### src/rtl/int_ctrl.sv
// Interrupt controller: latches source events into PEND, masks them into hw_int,
// and exposes PEND/MASK/MODE/STATUS/CLAIM in a 32-byte memory-mapped window.
module int_ctrl #(
  parameter int          N_SRC     = 6,
  parameter logic [31:0] BASE_ADDR = 32'h0000_7F20
) (
  input  logic             clk,
  input  logic             reset,
  input  logic [N_SRC-1:0] src,
  input  logic [31:0]      m_data_addr,
  input  logic [31:0]      m_data_wdata,
  input  logic [3:0]       m_data_byteen,
  output logic [31:0]      rdata,
  output logic [N_SRC-1:0] hw_int,
  output logic             irq
);

  logic [N_SRC-1:0] src_q_reg;
  logic [N_SRC-1:0] pend_reg, pend_next;
  logic [N_SRC-1:0] mask_reg, mask_next;
  logic [N_SRC-1:0] mode_reg, mode_next;
  logic [N_SRC-1:0] edge_det, w1c, claim;
  logic             sel, wr0;
  logic [2:0]       offset;
  logic [2:0]       low_idx;
  logic             unused_bits;

  assign sel    = (m_data_addr[31:5] == BASE_ADDR[31:5]);
  assign offset = m_data_addr[4:2];
  // All defined register bits live in byte lane 0, so lane 0 gates every write.
  assign wr0    = sel & m_data_byteen[0];

  assign unused_bits = ^{m_data_addr[1:0], m_data_byteen[3:1], m_data_wdata[31:N_SRC]};

  assign edge_det = src & ~src_q_reg;
  assign w1c      = (wr0 && offset == 3'd0) ? m_data_wdata[N_SRC-1:0] : '0;

  generate
    for (genvar gi = 0; gi < N_SRC; gi++) begin : g_bit
      // Indices >= N_SRC never match a generated bit, so they are ignored.
      assign claim[gi] = wr0 && (offset == 3'd4) && (m_data_wdata[2:0] == 3'(gi));
      // Edge mode: a new edge beats a same-cycle clear. Level mode follows src.
      assign pend_next[gi] = mode_reg[gi]
                           ? (edge_det[gi] | (pend_reg[gi] & ~(w1c[gi] | claim[gi])))
                           : src[gi];
    end
  endgenerate

  assign mask_next = (wr0 && offset == 3'd1) ? m_data_wdata[N_SRC-1:0] : mask_reg;
  assign mode_next = (wr0 && offset == 3'd2) ? m_data_wdata[N_SRC-1:0] : mode_reg;

  always_ff @(posedge clk) begin
    // Sampled through reset so a line held high does not look like a new edge.
    src_q_reg <= src;
    if (reset) begin
      pend_reg <= '0;
      mask_reg <= '0;
      mode_reg <= '1;
    end else begin
      pend_reg <= pend_next;
      mask_reg <= mask_next;
      mode_reg <= mode_next;
    end
  end

  assign hw_int = pend_reg & mask_reg;
  assign irq    = |hw_int;

  always_comb begin
    low_idx = 3'd0;
    for (int i = N_SRC - 1; i >= 0; i--) begin
      if (hw_int[i]) low_idx = 3'(i);
    end
  end

  always_comb begin
    rdata = 32'd0;
    if (sel) begin
      case (offset)
        3'd0:    rdata = 32'(pend_reg);
        3'd1:    rdata = 32'(mask_reg);
        3'd2:    rdata = 32'(mode_reg);
        3'd3:    rdata = {irq, 28'd0, low_idx};
        default: rdata = 32'd0;
      endcase
    end
  end

endmodule

### config.mk
export PLATFORM = sky130hd
export DESIGN_NAME = int_ctrl
export DESIGN_NICKNAME = d
export VERILOG_FILES = /design/src/rtl/int_ctrl.sv
export SDC_FILE = /design/constraint.sdc
export NUM_CORES = 1
export LEC_CHECK = 0
export CAP_MARGIN = 20
export CORE_MARGIN = 10
export CORE_UTILIZATION = 37
export DETAILED_ROUTE_END_ITERATION = 12
export GPL_ROUTABILITY_DRIVEN = 1
export PLACE_DENSITY = 0.86
export SYNTH_ARGS = -nofsm -noshare
export SYNTH_HDL_FRONTEND = slang
export SYNTH_SLANG_ARGS = --single-unit
### constraint.sdc
create_clock -name clk -period 4.6 [get_ports clk]
set_clock_uncertainty 0.05 [all_clocks]
set_input_delay 0.46 -clock clk [delete_from_list [all_inputs] [get_ports clk]]
set_output_delay 0.46 -clock clk [all_outputs]
set_load 0.02 [all_outputs]
* Word-level counts from Yosys, hierarchy flattened *
Index checks and enable logic that the tools add are counted.

cells by class
  $add $sub $neg = 0
  $mul = 0
  divide/modulo/power cells = 0
  $lt $le $gt $ge = 0
  equality and inequality tests = 10
  shift-type cells = 0
  multiplexer cells = 15
  bitwise operators = 28
  reductions and logical operators = 13

operators by type and width
  kind                                                                      count
  32-bit one-hot mux with 4 select lines                                    1
  32-bit 2-to-1 mux                                                         1
  27-bit by 10-bit equality test with 1-bit output (second input constant)  1
  3-bit 2-to-1 mux                                                          6
  6-bit bitwise AND                                                         2
  3-bit by 2-bit equality test with 1-bit output (second input constant)    4
  1-bit bitwise OR                                                          12
  1-bit logical AND                                                         10
  3-bit equality test (second input constant)                               3
  1-bit bitwise AND                                                         7
  3-bit by 1-bit equality test with 1-bit output (second input constant)    2
  3-bit zero test                                                           2
  1-bit 2-to-1 mux                                                          6
  6-bit 2-to-1 mux                                                          1
  1-bit NOT                                                                 6
  6-bit NOT                                                                 1
  6-bit OR reduction                                                        1

storage, ports and cells
  flip-flop bits (word level) = 24
  latch bits = 0
  memory bits (writable) = 0
  ROM bits = 0
  input bits = 76
  output and inout port bits = 39
  word-level logic and storage cells = 70
  memories = 0

* Logic depth before layout (Yosys ltp) *
  word-level depth = 9
  gate-level depth with buffers = 7

* Worst setup path before layout *
Ideal clock, no wire load.

  path type = input-to-output
  start = in m_data_addr[16]
  end = out rdata[2]
  arrival = 2.048 ns
  slack = 2.042 ns
  cell stages on the path = 6
  path through = nand4b_1 > or4b_4 > or3_1 > or2_1 > buf_6 > a21oi_2

between the ends
  word-level cells in the longest chain between the ends = 2

ends and longest elaborated chain
  element                                           line  source
  start, declared                                   10    input logic [31:0] m_data_addr,
  27-bit by 10-bit equality test with 1-bit output  28    assign sel = (m_data_addr[31:5] == BASE_ADDR[31:5]);
  32-bit 2-to-1 mux                                 78    if (sel) begin
  end, declared                                     13    output logic [31:0] rdata,

Every way passes these cells.

* Final worst setup path *
  start = in m_data_addr[16]
  end = out rdata[4]

Same word-level chain as after synthesis.

==> results.py <==
metrics = {
    "setup_path": {
        "critPathKind": "in -> out",
        "cpMostUsedCell": "clkdlybuf4s50_1",
        "crit_end": "rdata[4]",
        "cp-end-kind": "primary output",
        "max_stage_delay_ns": 0.63,
        "cpMaxStageDelayCell": "clkdlybuf4s50_1",
        "r2r_start": "mode_reg[4]",
        "cp.arrival_ns": 3.10,
        "rr_worst_depth": 3,
        "startpoint_type": "input port",
        "worstPathRequired_ns": 4.09,
        "crit_chain": "clkdlybuf4s50_1, nand4b_1, or4b_4, or3_1, or2_1, nor2_2, clkdlybuf4s50_1",
        "startpoint": "m_data_addr[16]",
        "crit_path_max_fanout": 6,
        "r2r_setup_slack_ns": 3.58,
        "worstReg2RegEnd": "pend_reg[4]",
    },
    "placed_design": {
        "place_congestion": 0.816,
        "place_hpwl_um": 3900,
        "port_buffers": 58,
        "dp_slack_ns": 0.994,
    },
    "sta": {
        "worst_pin_slew_ns": 0.735,
        "fin_crit_sh": 0.786,
        "fin_ws_ns": 0.986,
        "slew_viol_final": 0,
        "slew_headroom": 0.506,
        "hold_violations": 0,
        "rsz0062_at_grt": "no",
        "setup_viol": 0,
        "min_period_ns": 3.61,
        "fin_tns_setup_ns": 0,
        "clock.fmax_mhz": 277,
    },
    "die": {
        "die_x_um": 85.5,
        "row_count": 23,
        "start_util": 0.388,
        "ios": 115,
        "dieArea_um2": 7310,
        "die_height_um": 85.5,
        "coreArea_um2": 4090,
    },
    "synthesis": {
        "synth_area_per_cell_um2": 8.35,
        "synth_top_area_frac": 0.303,
        "synth.cell_area_um2": 1590,
        "syn-instance-count": 190,
        "yosys.area.top_type": "dfxtp_1",
        "ys_seq_elements": 24,
        "yosys_warnings": 0,
        "async_reset_ff_frac": 0,
        "ys_top_cells_by_area": "dfxtp_1, buf_4, mux2i_1",
        "yosysSeqAreaShare": 0.303,
        "synth_edf_count": 0,
        "synthDistinctLibCells": 41,
        "ys.flop_type": "dfxtp_1",
    },
    "cells_and_area": {
        "utilization": 0.526,
        "fin_nets": 321,
        "mostFrequentLayoutCells": "clkdlybuf4s50_1, nand2_1, conb_1, dfxtp_1, mux2i_1",
        "diodes": 0,
        "area_delta_synth_final_pct": 35.5,
        "drive_gt1_frac": 0.0697,
        "layout_commonest_cell": "clkdlybuf4s50_1",
    },
    "global_route": {
        "grt_start_max_net_pins": 14,
        "grt_pass1_vias": 1577,
        "grt_pass1_wl_um": 7640,
        "grt.total_usage": 0.124,
        "antenna_found_initial": 0,
        "grt_overflow": 0,
    },
    "routing": {
        "vias": 1522,
        "drtIter0Drc": 53,
        "wire_per_inst_um": 16.0,
        "vias_per_cell": 5.18,
        "routed_wl_um": 4700,
        "drc_errors": 0,
        "ant_nets": 0,
        "first_pass_iters": 4,
    },
    "clocking": {
        "htreeDepth": 1,
        "clock_latency_ns": 0.27,
        "cts.sinks": 24,
        "cts_buffers": 3,
        "cts_max_path_buffers": 2,
        "cts_tree": "yes",
        "ctsHoldBuffers": 0,
        "cts_resized": 0,
        "cts_setup_buffers": 0,
        "cts_root_buf": "clkbuf_8",
        "clk_pin_slew_ns": 0.08,
    },
    "outcome": {
        "status": "finished clean",
    },
    "power_and_ir_drop": {
        "power_density_nw_per_um2": 214,
        "vdd_drop_max_mv": 0.201,
        "swShare": 0.263,
        "p_total_uw": 461,
        "sequentialPowerShare": 0.475,
        "p_int_uw": 340,
        "p_comb_frac": 0.212,
        "p_clk_frac": 0.313,
        "power_leakage_uw": 0.000845,
        "power.switching_uw": 121,
    },
    "job": {
        "drv_cap": 0,
    },
    "min_path": {
        "min_path_type": "reg -> reg",
    },
}
worst max-delay path: cells and delay by family:
| kind | cells | cell delay (ns) |
|---|---|---|
| buffers and inverters | 2 | 1.06 |
| AND/OR/NAND/NOR | 5 | 1.58 |
logic make-up (layout without fill, tap and decap cells):
family	after synthesis	count (layout)	synth area share
DFF	24	24	0.303
AOI/OAI and AO/OA	20	20	0.0970
buffers and inverters	34	64	0.147
muxes	18	18	0.114
and+or+nand+nor	93	93	0.338
other	1	25	0.00236
layer usage:
layer | vias to the layer above | routed length, um | global-route usage
met5 | - | 0 | 0
met4 | 0 | 77 | 0.0374
met3 | 9 | 475 | 0.0440
met2 | 72 | 2310 | 0.211
met1 | 699 | 1840 | 0.142
li1 | 742 | - | -
power groups by stage:
stage | registers, uW | logic, uW | clock network [uW]
finish | 219 | 97.7 | 144
global route | 220 | 107 | 155
floorplan | 223 | 63.7 | 0
CTS | 219 | 96.8 | 146
detailed placement | 224 | 96.3 | 0
global placement | 223 | 94.3 | 0
worst min path at each step:
stage	startpoint	end	slack (ns)	depth (start not counted)
floorplan	src_q_reg[4]	pend_reg[4]	0.42	3
global placement	src_q_reg[4]	pend_reg[4]	0.43	3
detailed placement	mask_reg[3]	mask_reg[3]	0.46	2
CTS	mask_reg[3]	mask_reg[3]	0.48	2
global route	src_q_reg[1]	pend_reg[1]	0.51	2
finish	src_q_reg[1]	pend_reg[1]	0.48	2
synth_stat cells (2+ instances only):
library cell,instances
buf_4,25
nand2_1,25
dfxtp_1,24
mux2i_1,18
nor2_1,16
nor4_1,6
a21oi_1,5
and2_1,5
nand3_1,5
nor2_2,5
a211oi_1,4
a32o_1,4
nand3b_1,4
nor2b_1,4
buf_2,3
clkbuf_1,3
nand4_1,3
and3_1,2
inv_1,2
nor4_2,2
nor4b_1,2
nor4bb_1,2
or3_1,2
or4_1,2
final cells by class:
class                           count  area (um^2)
Fill cell                         389         1940
Multi-Input combinational cell    156          963
Timing Repair Buffer               58          581
Sequential cell                    24          480
Tap cell                           50         62.6
Clock buffer                        4         55.1
Inverter                            2         7.51
metrics by stage:
| stage | hold slack [ns] | area (um^2) | cells |
|---|---|---|---|
| finish | 0.483 | 2150 | 294 |
| global route | 0.506 | 2150 | 294 |
| CTS | 0.485 | 2150 | 294 |
| detailed placement | 0.463 | 2090 | 290 |
| global placement | 0.433 | 2090 | 290 |
| floorplan | 0.424 | 1680 | 214 |
(Power assumes the default switching activity.)
